===== config.mk =====
export PLATFORM = sky130hd
export DESIGN_NAME = seg_scan_mux
export DESIGN_NICKNAME = d
export VERILOG_FILES = /design/src/rtl/seg_scan_mux.sv
export SDC_FILE = /design/constraint.sdc
export NUM_CORES = 1
export LEC_CHECK = 0
export BUFFER_PORTS_ARGS = -buffer_cell sky130_fd_sc_hd__buf_2
export CAP_MARGIN = 20
export CORE_ASPECT_RATIO = 0.5
export CORE_MARGIN = 5
export CORE_UTILIZATION = 46
export DETAILED_ROUTE_END_ITERATION = 7
export GPL_TIMING_DRIVEN = 0
export PLACE_DENSITY = 0.71
export SETUP_SLACK_MARGIN = 0.2
export SYNTH_ARGS = -nofsm -noshare
export SYNTH_HDL_FRONTEND = slang
export SYNTH_SLANG_ARGS = --single-unit

===== constraint.sdc =====
create_clock -name clk -period 2 [get_ports clk]
set_input_delay 0.2 -clock clk [delete_from_list [all_inputs] [get_ports clk]]
set_output_delay 0.2 -clock clk [all_outputs]
set_load 0.05 [all_outputs]

===== src/rtl/seg_scan_mux.sv =====
// Multiplexed hex seven-segment scanner with a clock divider and shadow registers.
// It also supports per-digit enable and leading-zero blanking.
module seg_scan_mux #(
  parameter int NUM_DIGITS = 4,
  parameter int DIVIDE_BY  = 1,
  parameter int FRAME_SYNC = 0
) (
  input  logic                    clk,
  input  logic                    btnC,
  input  logic [4*NUM_DIGITS-1:0] value,
  input  logic [NUM_DIGITS-1:0]   dp_in,
  input  logic [NUM_DIGITS-1:0]   dig_en,
  input  logic                    hold,
  input  logic                    blank_lz,
  output logic [NUM_DIGITS-1:0]   an,
  output logic [6:0]              seg,
  output logic                    dp,
  output logic                    frame_done
);

  localparam int CW = (DIVIDE_BY > 1) ? $clog2(DIVIDE_BY) : 1;
  localparam int IW = $clog2(NUM_DIGITS);
  localparam logic [CW-1:0] LAST_CNT = CW'(DIVIDE_BY - 1);
  localparam logic [IW-1:0] LAST_IDX = IW'(NUM_DIGITS - 1);

  logic [CW-1:0]           cnt_q, cnt_d;
  logic [IW-1:0]           idx_q, idx_d;
  logic [4*NUM_DIGITS-1:0] val_q, val_d;
  logic [NUM_DIGITS-1:0]   dpr_q, dpr_d;
  logic                    fd_q, fd_d;
  logic                    tick_s;
  logic                    load_s;
  logic [3:0]              nib_s;
  logic [NUM_DIGITS-1:0]   lz_s;
  logic                    zero_above_s;
  logic [NUM_DIGITS-1:0]   an_s;
  logic [6:0]              seg_s;
  logic                    dp_s;

  function automatic logic [6:0] seg_encode(input logic [3:0] nib);
    logic [6:0] code;
    case (nib)
      4'h0:    code = 7'b1000000;
      4'h1:    code = 7'b1111001;
      4'h2:    code = 7'b0100100;
      4'h3:    code = 7'b0110000;
      4'h4:    code = 7'b0011001;
      4'h5:    code = 7'b0010010;
      4'h6:    code = 7'b0000010;
      4'h7:    code = 7'b1111000;
      4'h8:    code = 7'b0000000;
      4'h9:    code = 7'b0010000;
      4'hA:    code = 7'b0001000;
      4'hB:    code = 7'b0000011;
      4'hC:    code = 7'b1000110;
      4'hD:    code = 7'b0100001;
      4'hE:    code = 7'b0000110;
      4'hF:    code = 7'b0001110;
      default: code = 7'b1111111;
    endcase
    return code;
  endfunction

  // Divider, digit index and end-of-frame detection.
  always_comb begin
    tick_s = (cnt_q == LAST_CNT);
    if (tick_s) begin
      cnt_d = '0;
    end else begin
      cnt_d = cnt_q + CW'(1);
    end
    if (tick_s) begin
      if (idx_q == LAST_IDX) begin
        idx_d = '0;
      end else begin
        idx_d = idx_q + IW'(1);
      end
    end else begin
      idx_d = idx_q;
    end
    fd_d = tick_s && (idx_q == LAST_IDX);
  end

  // Frame-synchronous capture fires on the edge that enters slot 0 at count 0,
  // so every slot of the new frame shows one consistent snapshot.
  always_comb begin
    if (hold) begin
      load_s = 1'b0;
    end else if (FRAME_SYNC != 0) begin
      load_s = (idx_d == '0) && (cnt_d == '0);
    end else begin
      load_s = 1'b1;
    end
    if (load_s) begin
      val_d = value;
      dpr_d = dp_in;
    end else begin
      val_d = val_q;
      dpr_d = dpr_q;
    end
  end

  // State registers with synchronous reset taking priority over everything.
  always_ff @(posedge clk) begin
    if (btnC) begin
      cnt_q <= '0;
      idx_q <= '0;
      val_q <= '0;
      dpr_q <= '0;
      fd_q  <= 1'b0;
    end else begin
      cnt_q <= cnt_d;
      idx_q <= idx_d;
      val_q <= val_d;
      dpr_q <= dpr_d;
      fd_q  <= fd_d;
    end
  end

  // Digit k is a leading zero when it and every more significant nibble are zero.
  always_comb begin
    zero_above_s = 1'b1;
    lz_s         = '0;
    for (int k = NUM_DIGITS - 1; k >= 0; k--) begin
      zero_above_s = zero_above_s & (val_q[4*k +: 4] == 4'h0);
      lz_s[k]      = zero_above_s && (k != 0);
    end
  end

  // Drive the active digit from registered index and shadow state only.
  always_comb begin
    nib_s = val_q[{idx_q, 2'b00} +: 4];
    an_s  = '1;
    seg_s = 7'b1111111;
    dp_s  = 1'b1;
    if (dig_en[idx_q]) begin
      an_s[idx_q] = 1'b0;
      dp_s        = ~dpr_q[idx_q];
      if (blank_lz && lz_s[idx_q]) begin
        seg_s = 7'b1111111;
      end else begin
        seg_s = seg_encode(nib_s);
      end
    end else begin
      an_s  = '1;
      seg_s = 7'b1111111;
      dp_s  = 1'b1;
    end
  end

  assign an         = an_s;
  assign seg        = seg_s;
  assign dp         = dp_s;
  assign frame_done = fd_q;

endmodule


==> results.md, run 1 <==
- The flow ran to the end, but the final reports show violations.
- The checks that failed: negative setup slack.
- For this block, wires on met1 add up to 1.81 mm.
- Of the total power, the share spent switching nets is 34.9%.
- The net count of the finished layout is 258.
- After layout, the worst path uses 130% of the clock period.
- Summed over all layers, the global routing overflow is 0.
- Setup repair after global routing could not meet its margin everywhere.
- 41 I/O pins were placed.
- The warning count from the yosys run is 0.
- The average size of a mapped cell is 9.95 um^2.
- In this run the critical register-to-register path is captured at idx_q[1].
- The final core utilization is 77.5%.
- By startpoint and endpoint, the worst setup path is classified as reg -> out.
- The worst slack at placement is -0.533 ns.
- Derived from the worst setup path, the maximum achievable clock frequency is 386 MHz.
- VDD sags by at most 0.437 mV.
- The worst setup path is captured at an output pin.
- The number of hold buffers added after CTS was 0.
- The total count of hold-check failures in the final report is 0.
- The number of nets with antenna violations after routing is 0.
- The number of detailed-routing iterations run before antenna repair is 4.
- The wire length on met2 is 2.30 mm.
- The library cell with the largest summed area after synthesis is sky130_fd_sc_hd__dfxtp_1.
- The max-cap violation count is 0.
- The number of placement rows is 14.
- The later-pin clock latency in the skew report is 0.27 ns.
- The vertical die dimension is 48.8 um.
- Per report_power, the combinational group accounts for 46.2% of the total.
- The power density normalized to cell area is 696 nW/um^2.
- Summed over all nets, the half-perimeter wirelength after detailed placement is 2.41 mm.
- The worst hold path belongs to the class in -> reg.
- The final routed wirelength across all metal layers is 4.42 mm.
- The clock passes through at most 2 buffers.
- In this run the critical register-to-register path is launched from idx_q[0].
- The area of the mapped netlist is 1380 um^2.
- The highest metal layer used by the detailed router is met4.
- The proportion of power drawn by the clock network is 20.5%.
- Grouping stages by cell kind, the critical path spends the most delay in multiplexers.
- Final hold analysis gives a worst-case slack of 0.156 ns.
- Setup violations remaining at the end of the flow were counted as 12.
- The worst-path maximum fanout is 4.
- The clock arrives with 0.00132 ns of skew.
- The number of antenna diodes in the final layout is 0.
- The number of buffers inserted during clock tree synthesis is 3.
- The die covers 4270 um^2.
- The overall via count from detail_route is 1334.
- STA puts the critical path data required time at 1.80 ns.
- The number of gates on the worst path with buffers counted is 7.
- At the end of routability-driven placement, the weighted congestion stood at 0.805.
- Entering global routing, the biggest net connects 14 pins.
- The synthesized design devotes to its leading area cell type 34.8% of total area.
- The minimum clock period after layout is 2.59 ns.
- The post-route netlist has 55.0% of its cells at a drive strength greater than 1.
- Of all flip-flops after synthesis, the portion carrying an async set or reset was 0%.
- On the worst path, the slowest cell contributes a delay of 0.59 ns.
- Yosys mapped a number of flops with a built-in enable equal to 0.
- In this run the tool buffered the top-level ports with 39 buffer cells.
- Yosys mapped the design onto 26 distinct sky130hd cell types.
- The slowest stage cell on the critical path is sky130_fd_sc_hd__mux4_2.
- Counting instances in the post-synthesis netlist gives the leading cell types as sky130_fd_sc_hd__dfxtp_1, sky130_fd_sc_hd__nor2_1, sky130_fd_sc_hd__mux2i_1, sky130_fd_sc_hd__ha_1, sky130_fd_sc_hd__nand2_1.
- The minimum setup slack in the final design is -0.591 ns.
- The reported leakage power is 0.00104 uW.
- After detailed routing, the met3 layer carries 224 um of wire.
- The worst-margin pin slew is 0.761 ns.
- The number of sinks driven by the clock tree is 24.
- The total power consumption of the routed design is 1590 uW.
- For the worst flop-to-flop path, the logic depth is 7.
- sky130_fd_sc_hd__dfxtp_1 is the most common cell in the netlist.
- The maximum level of the CTS H-tree is 1.
- Dividing the detail-routed wire length by the instance count gives 17.1 um.
- In the routed design, unresolved DRC markers number 0.
- The share of synthesized area occupied by flip-flops and latches is 34.8%.
- TritonCTS built the clock tree.
- The clock tree root buffer cell is sky130_fd_sc_hd__clkbuf_8.
- The total routing resource utilization after global routing is 19.4%.
- Registers are responsible for 33.3% of the overall power.
- The layout-stage area growth over the synthesis result is 64.9%.
- The wire length of the first global-routing pass is 6.53 mm.
- The most critical setup path has its startpoint at idx_q[1].
- Data arrives at the worst endpoint at 2.39 ns.
- For this block, the initial DRC count from the detailed router was 69.
- The internal power of the cells totals 1030 uW.
- The initial utilization of the core area, before any placement, comes to 47.0%.
- Synthesis produced 139 cells.
- The leading register cell type out of synthesis is sky130_fd_sc_hd__dfxtp_1.
- The endpoint of the worst setup timing path is seg[3].
- The via count of the first global-routing pass was 1392.
- Clock-pin slew was measured on the worst setup and hold paths at 0.08 ns.
- STA classifies the critical path startpoint as a register.
- The critical path buffer and inverter count is 3.
- The horizontal die dimension is 87.5 um.
- In the routed layout, each cell is associated on average with a via count of 5.17.
- The net switching power is 553 uW.
- The floorplan core area is 2940 um^2.
- The synthesized netlist net count is 178.
- The worst register-to-register path has a setup slack of 0.57 ns.
- In this run the tightest slew margin relative to its limit is 49.3%.
- The initial antenna violation count is 0.
- By area the synthesized netlist is led by sky130_fd_sc_hd__dfxtp_1, sky130_fd_sc_hd__mux2i_1, sky130_fd_sc_hd__mux4_2.
- The final-report max-slew violation count came to 0.
- The signal on the critical path passes through buf_6 > mux4_2 > buf_6 > ha_4 > mux4_2 > nand2b_4 > buf_8.
- After synthesis the netlist holds a flip-flop and latch count of 24.
final cells by class:
| class | count | area, um^2 |
|---|---|---|
| sequential | 24 | 485 |
| tap | 40 | 50.0 |
| buffer | 8 | 63.8 |
| fill | 176 | 663 |
| inverter | 7 | 31.3 |
| multi-input combinational | 100 | 971 |
| clock buffer | 4 | 55.1 |
| timing repair buffer | 75 | 623 |
cell usage in the layout (no fill, tap or decap), drive strengths merged:
master,netlist,layout
o221ai,2,2
a21oi,4,4
nor3,1,1
o211ai,4,4
nand3,3,3
mux2i,22,22
nor3b,1,1
buf,4,79
nand2b,2,2
or2,1,1
mux4,7,7
clkbuf,4,8
nand2,9,9
inv,7,7
ha,11,11
o21ai,3,3
dfxtp,24,24
nor2,25,25
conb,1,1
nor4,3,3
a31oi,1,1
per-stage QoR:
| stage | TNS [ns] | std cells | instance area, um^2 |
|---|---|---|---|
| floorplan | -1.24 | 139 | 1460 |
| global placement | -1.49 | 218 | 1700 |
| detailed placement | -1.72 | 218 | 1700 |
| CTS | -2.74 | 250 | 2160 |
| global route | -5.02 | 258 | 2280 |
| finish | -4.28 | 258 | 2280 |
flip-flops by register name (all words and copies together) (netlist names):
signal / count
dpr_q: 4
cnt_q: 1
val_q: 16
frame_done: 1
idx_q: 2
worst min path at each step:
stage | start | to | slack (ns) | depth (start not counted)
after global placement | btnC | val_q[1] | 0.42 | 2
after CTS | btnC | val_q[1] | 0.15 | 2
final | btnC | val_q[1] | 0.16 | 2
after floorplan | btnC | val_q[1] | 0.27 | 1
after detailed placement | btnC | val_q[1] | 0.43 | 2
after global routing | btnC | val_q[1] | 0.15 | 2
power by group through the flow:
| stage | Combinational [uW] | Sequential, uW | Clock, uW |
|---|---|---|---|
| finish | 732 | 529 | 326 |
| floorplan | 368 | 533 | 0 |
| CTS | 655 | 527 | 335 |
| global route | 773 | 532 | 360 |
| global placement | 458 | 539 | 0 |
| detailed placement | 465 | 541 | 0 |
kinds of logic (layout without fill, tap and decap cells):
family                     count (synthesis)  in the layout  synth area share, %
and+or+nand+nor                           45             45                 14.8
AOI/OAI and AO/OA                         14             14                 7.51
adders and majority gates                 11             11                 9.95
DFF                                       24             24                 34.8
muxes                                     29             29                 27.3
buffers and inverters                     15             94                 5.34
other                                      1              1                0.271
worst register-to-register path, delay by kind of cell (launching register included):
kind / cells / cell delay (ns)
fa+ha+maj: 1 / 0.29
buf+inv: 4 / 0.40
flops: 1 / 0.37
mux: 1 / 0.17
simple gates: 1 / 0.07
per-layer routing:
layer | global-route usage, % | up-vias
met5 | 0 | -
met4 | 9.69 | 0
met3 | 4.41 | 10
met2 | 31.8 | 46
met1 | 23.7 | 635
li1 | - | 643
repair_timing:
action	in CTS	in global routing
buffers inserted	27	8
endpoints found under the setup margin	12	12
resized for setup	50	15
cloned	1	0
pin swaps	5	5
hold endpoints to repair	0	0
No activity file was read; power rests on OpenSTA's default activity.
==> inputs of run 2 (changes only) <==
--- a/config.mk
+++ b/config.mk
@@ -8,7 +8,6 @@
 export BUFFER_PORTS_ARGS = -buffer_cell sky130_fd_sc_hd__buf_2
 export CAP_MARGIN = 20
 export CORE_ASPECT_RATIO = 0.5
-export CORE_MARGIN = 5
 export CORE_UTILIZATION = 46
 export DETAILED_ROUTE_END_ITERATION = 7
 export GPL_TIMING_DRIVEN = 0
==> results.md, run 2 (synthesis gave the netlist of run 1 again) <==
- The run finished, with violations left.
- The checks that failed: negative setup slack.
- The largest registers in the layout are val_q x16, dpr_q x4, idx_q x2.
- The number of placement rows is 13 (-1).
- The starting density of the core is 50.9% (+3.9 points).
- The largest clock skew in the final design is 0.000229 ns (-0.00109 ns).
- The first element of the critical path is idx_q[0].
- The wire length of the first global-routing pass is 5.65 mm (-13%).
- The number of remaining DRC errors is 0 (unchanged).
- The total routing resource utilization after global routing is 24.6% (+5.2 points).
- The most common cell after layout, fill and taps aside is sky130_fd_sc_hd__buf_2.
- The worst-case clock buffer depth is 2 (unchanged).
- The area of all placed cells without fillers is 2240 um^2 (-1.9%).
- The maximum achievable frequency is 391 MHz (+1.3%).
- The worst endpoint data arrival time came to 2.36 ns (-0.03 ns).
- The minimum clock period after layout is 2.56 ns (-0.0327 ns).
- Setup repair after global routing could not meet its margin everywhere.
- The number of nets with antenna violations after routing is 0 (unchanged).
- The combinational cell fraction of total power is 46.3% (about the same).
- The worst-path maximum fanout came to 4 (unchanged).
- The startpoint type of the worst setup path is a register.
- The top-level I/O count is 41 (unchanged).
- In the layout the commonest cells are sky130_fd_sc_hd__buf_2, sky130_fd_sc_hd__nor2_1, sky130_fd_sc_hd__dfxtp_1.
- The minimum setup slack in the final design is -0.558 ns (+0.0327 ns).
- The depth of the worst hold-timing path is 3 (+1).
- The overall via count from detail_route came to 1388 (+4.0%).
- The total half-perimeter wirelength after legalization and detailed placement is 2.20 mm (-8.9%).
- The register ranked first by flip-flop count is val_q.
- The leftover overflow at the end of global routing is 0 (unchanged).
- TritonCTS built the clock tree.
- The maximum number of pins on one net before global-route repair was 14 (unchanged).
- The via count of the first global-routing pass is 1127 (-19%).
- The final routed wire length divided by cell count is 19.0 um (+11%).
- The via count normalized by instance count is 5.60 (+8.2%).
- The number of setup violations in the final report is 12 (unchanged).
- The CTS clock-pin slew for the worst setup and hold paths was 0.08 ns (about the same).
- The horizontal die dimension is 79.5 um (-9.1%).
- The net switching power was 572 uW (+3.4%).
- The number of fill cells came to 145 (-18%).
- The final hold slack is 0.159 ns (+0.00283 ns).
- The maximum vdd ir drop was 0.567 mV (+30%).
- The initial antenna violation count is 0 (unchanged).
- The post-place instance area is 1700 um^2 (-0.22%).
- The later-pin clock latency in the skew report is 0.26 ns (about the same).
- The layout-stage area growth over the synthesis result is 61.7%.
- The vertical die dimension was 40.8 um (-16%).
- In this run the most critical hold path is launched from value[12].
- The multi-input combinational cell area is 998 um^2 (+2.8%).
- The floorplan core area is 2720 um^2 (-7.7%).
- The total count of hold-check failures in the final report is 0 (unchanged).
- The number of buffers inserted during clock tree synthesis is 3 (unchanged).
- The maximum level of the CTS H-tree is 1 (unchanged).
- The number of sinks driven by the clock tree is 24 (unchanged).
- In this run the clock root is driven by a sky130_fd_sc_hd__clkbuf_8.
- The count of antenna diodes in the layout is 0 (unchanged).
- The kind of end point of the critical path is an output pin.
- The reported leakage power came to 0.00103 uW (-1.2%).
- The weighted congestion reported at the end of routability-driven placement was 0.795 (-1.3%).
- The first-iteration detailed-routing DRC count is 70 (+1.4%).
- The number of flip-flops under the largest register name is 16 (unchanged).
- The final-report max-slew violation count came to 0 (unchanged).
- The net count of the finished layout came to 251 (-2.7%).
- The depth of the worst register-to-register path is 9 (+2).
- The die outline area is 3240 um^2 (-24%).
- The count of port buffers added during placement is 39 (unchanged).
- The kind of path behind the tightest hold check is in -> reg.
- The startpoint identified for the worst register-to-register timing path is idx_q[0].
- The share of post-route cells with drive strength above 1 came to 53.6% (-1.5 points).
- The power density normalized to cell area is 712 nW/um^2 (+2.3%).
- The final routed wirelength across all metal layers is 4.71 mm (+6.7%).
- The proportion of power drawn by the clock network is 20.5% (about the same).
- The sequential cell area is 485 um^2 (unchanged).
- The worst-margin pin slew is 0.746 ns (-0.0152 ns).
- The register share of total power is 33.3% (about the same).
- The share of total power consumed by net switching is 35.9% (+1.1 points).
- The worst slew margin relative to its limit is 50.3% (+1.0 points).
- The internal portion of total power is 1020 uW (-1.4%).
- The portion of the clock cycle consumed by the worst path in the final layout was 128% (-1.6 points).
- The max-cap violation count is 0 (unchanged).
- The critical path in this run is classified as reg -> out.
- The number of buffers inserted by hold repair at cts is 0 (unchanged).
- The number of detailed-routing iterations run before antenna repair is 4 (unchanged).
- The worst path required time was 1.80 ns (about the same).
- The total power consumption of the routed design was 1590 uW (+0.31%).
-- run 2: cell types whose count changed in the layout (fill, tap and decap cells not counted), sizes merged --
| cell | change |
|---|---|
| buf | -7 |
-- run 2: worst paths after layout --
path              slack (ns)         to
setup / recovery       -0.56     seg[3]
hold / removal          0.16  val_q[12]
setup reg to reg        0.29   idx_q[1]
hold reg to reg         0.50   dpr_q[0]
-- run 2: critical path, stage by stage, from the launching register on --
cell	delay (ns)
sky130_fd_sc_hd__dfxtp_4	0.37
sky130_fd_sc_hd__buf_8	0.11
sky130_fd_sc_hd__mux4_2	0.60
sky130_fd_sc_hd__ha_2	0.25
sky130_fd_sc_hd__mux4_2	0.47
sky130_fd_sc_hd__nand2b_4	0.16
sky130_fd_sc_hd__buf_8	0.14
-- run 2: timing repair --
action,CTS,global route
resized for setup,56,13
pin swaps,6,6
gates cloned,0,1
setup buffers,23,5
setup endpoints to repair,12,12
-- run 2: cell type report --
type,instances,share of cell area [%]
Tap cell,37,2.07
Sequential cell,24,21.7
Inverter,7,1.40
Timing Repair Buffer,68,24.8
Clock buffer,4,2.46
Buffer,8,2.85
Multi-Input combinational cell,100,44.7
-- run 2: routing by layer --
metal	vias up	share of wire (%)	track usage (%)
met2	71	48	43.4
met4	0	2.1	5.45
met3	15	7.4	7.56
met1	676	42	30.7
met5	-	0	0
li1	626	-	-
-- run 2: metrics by stage --
stage	std cells	utilization (%)	setup TNS (ns)	worst slack [ns]
detailed placement	215	62.5	-1.53	-0.507
global route	248	82.3	-5.26	-0.623
CTS	242	78.6	-2.74	-0.544
global placement	215	62.5	-1.47	-0.498
floorplan	139	-	-1.24	-0.306
finish	248	82.3	-4.75	-0.558
-- run 2: power groups by stage --
stage | Sequential (uW) | Combinational, uW | Clock (uW)
final | 530 | 737 | 326
after global routing | 532 | 764 | 350
after CTS | 527 | 640 | 329
after detailed placement | 540 | 463 | 0
after global placement | 539 | 458 | 0
after floorplan | 533 | 368 | 0
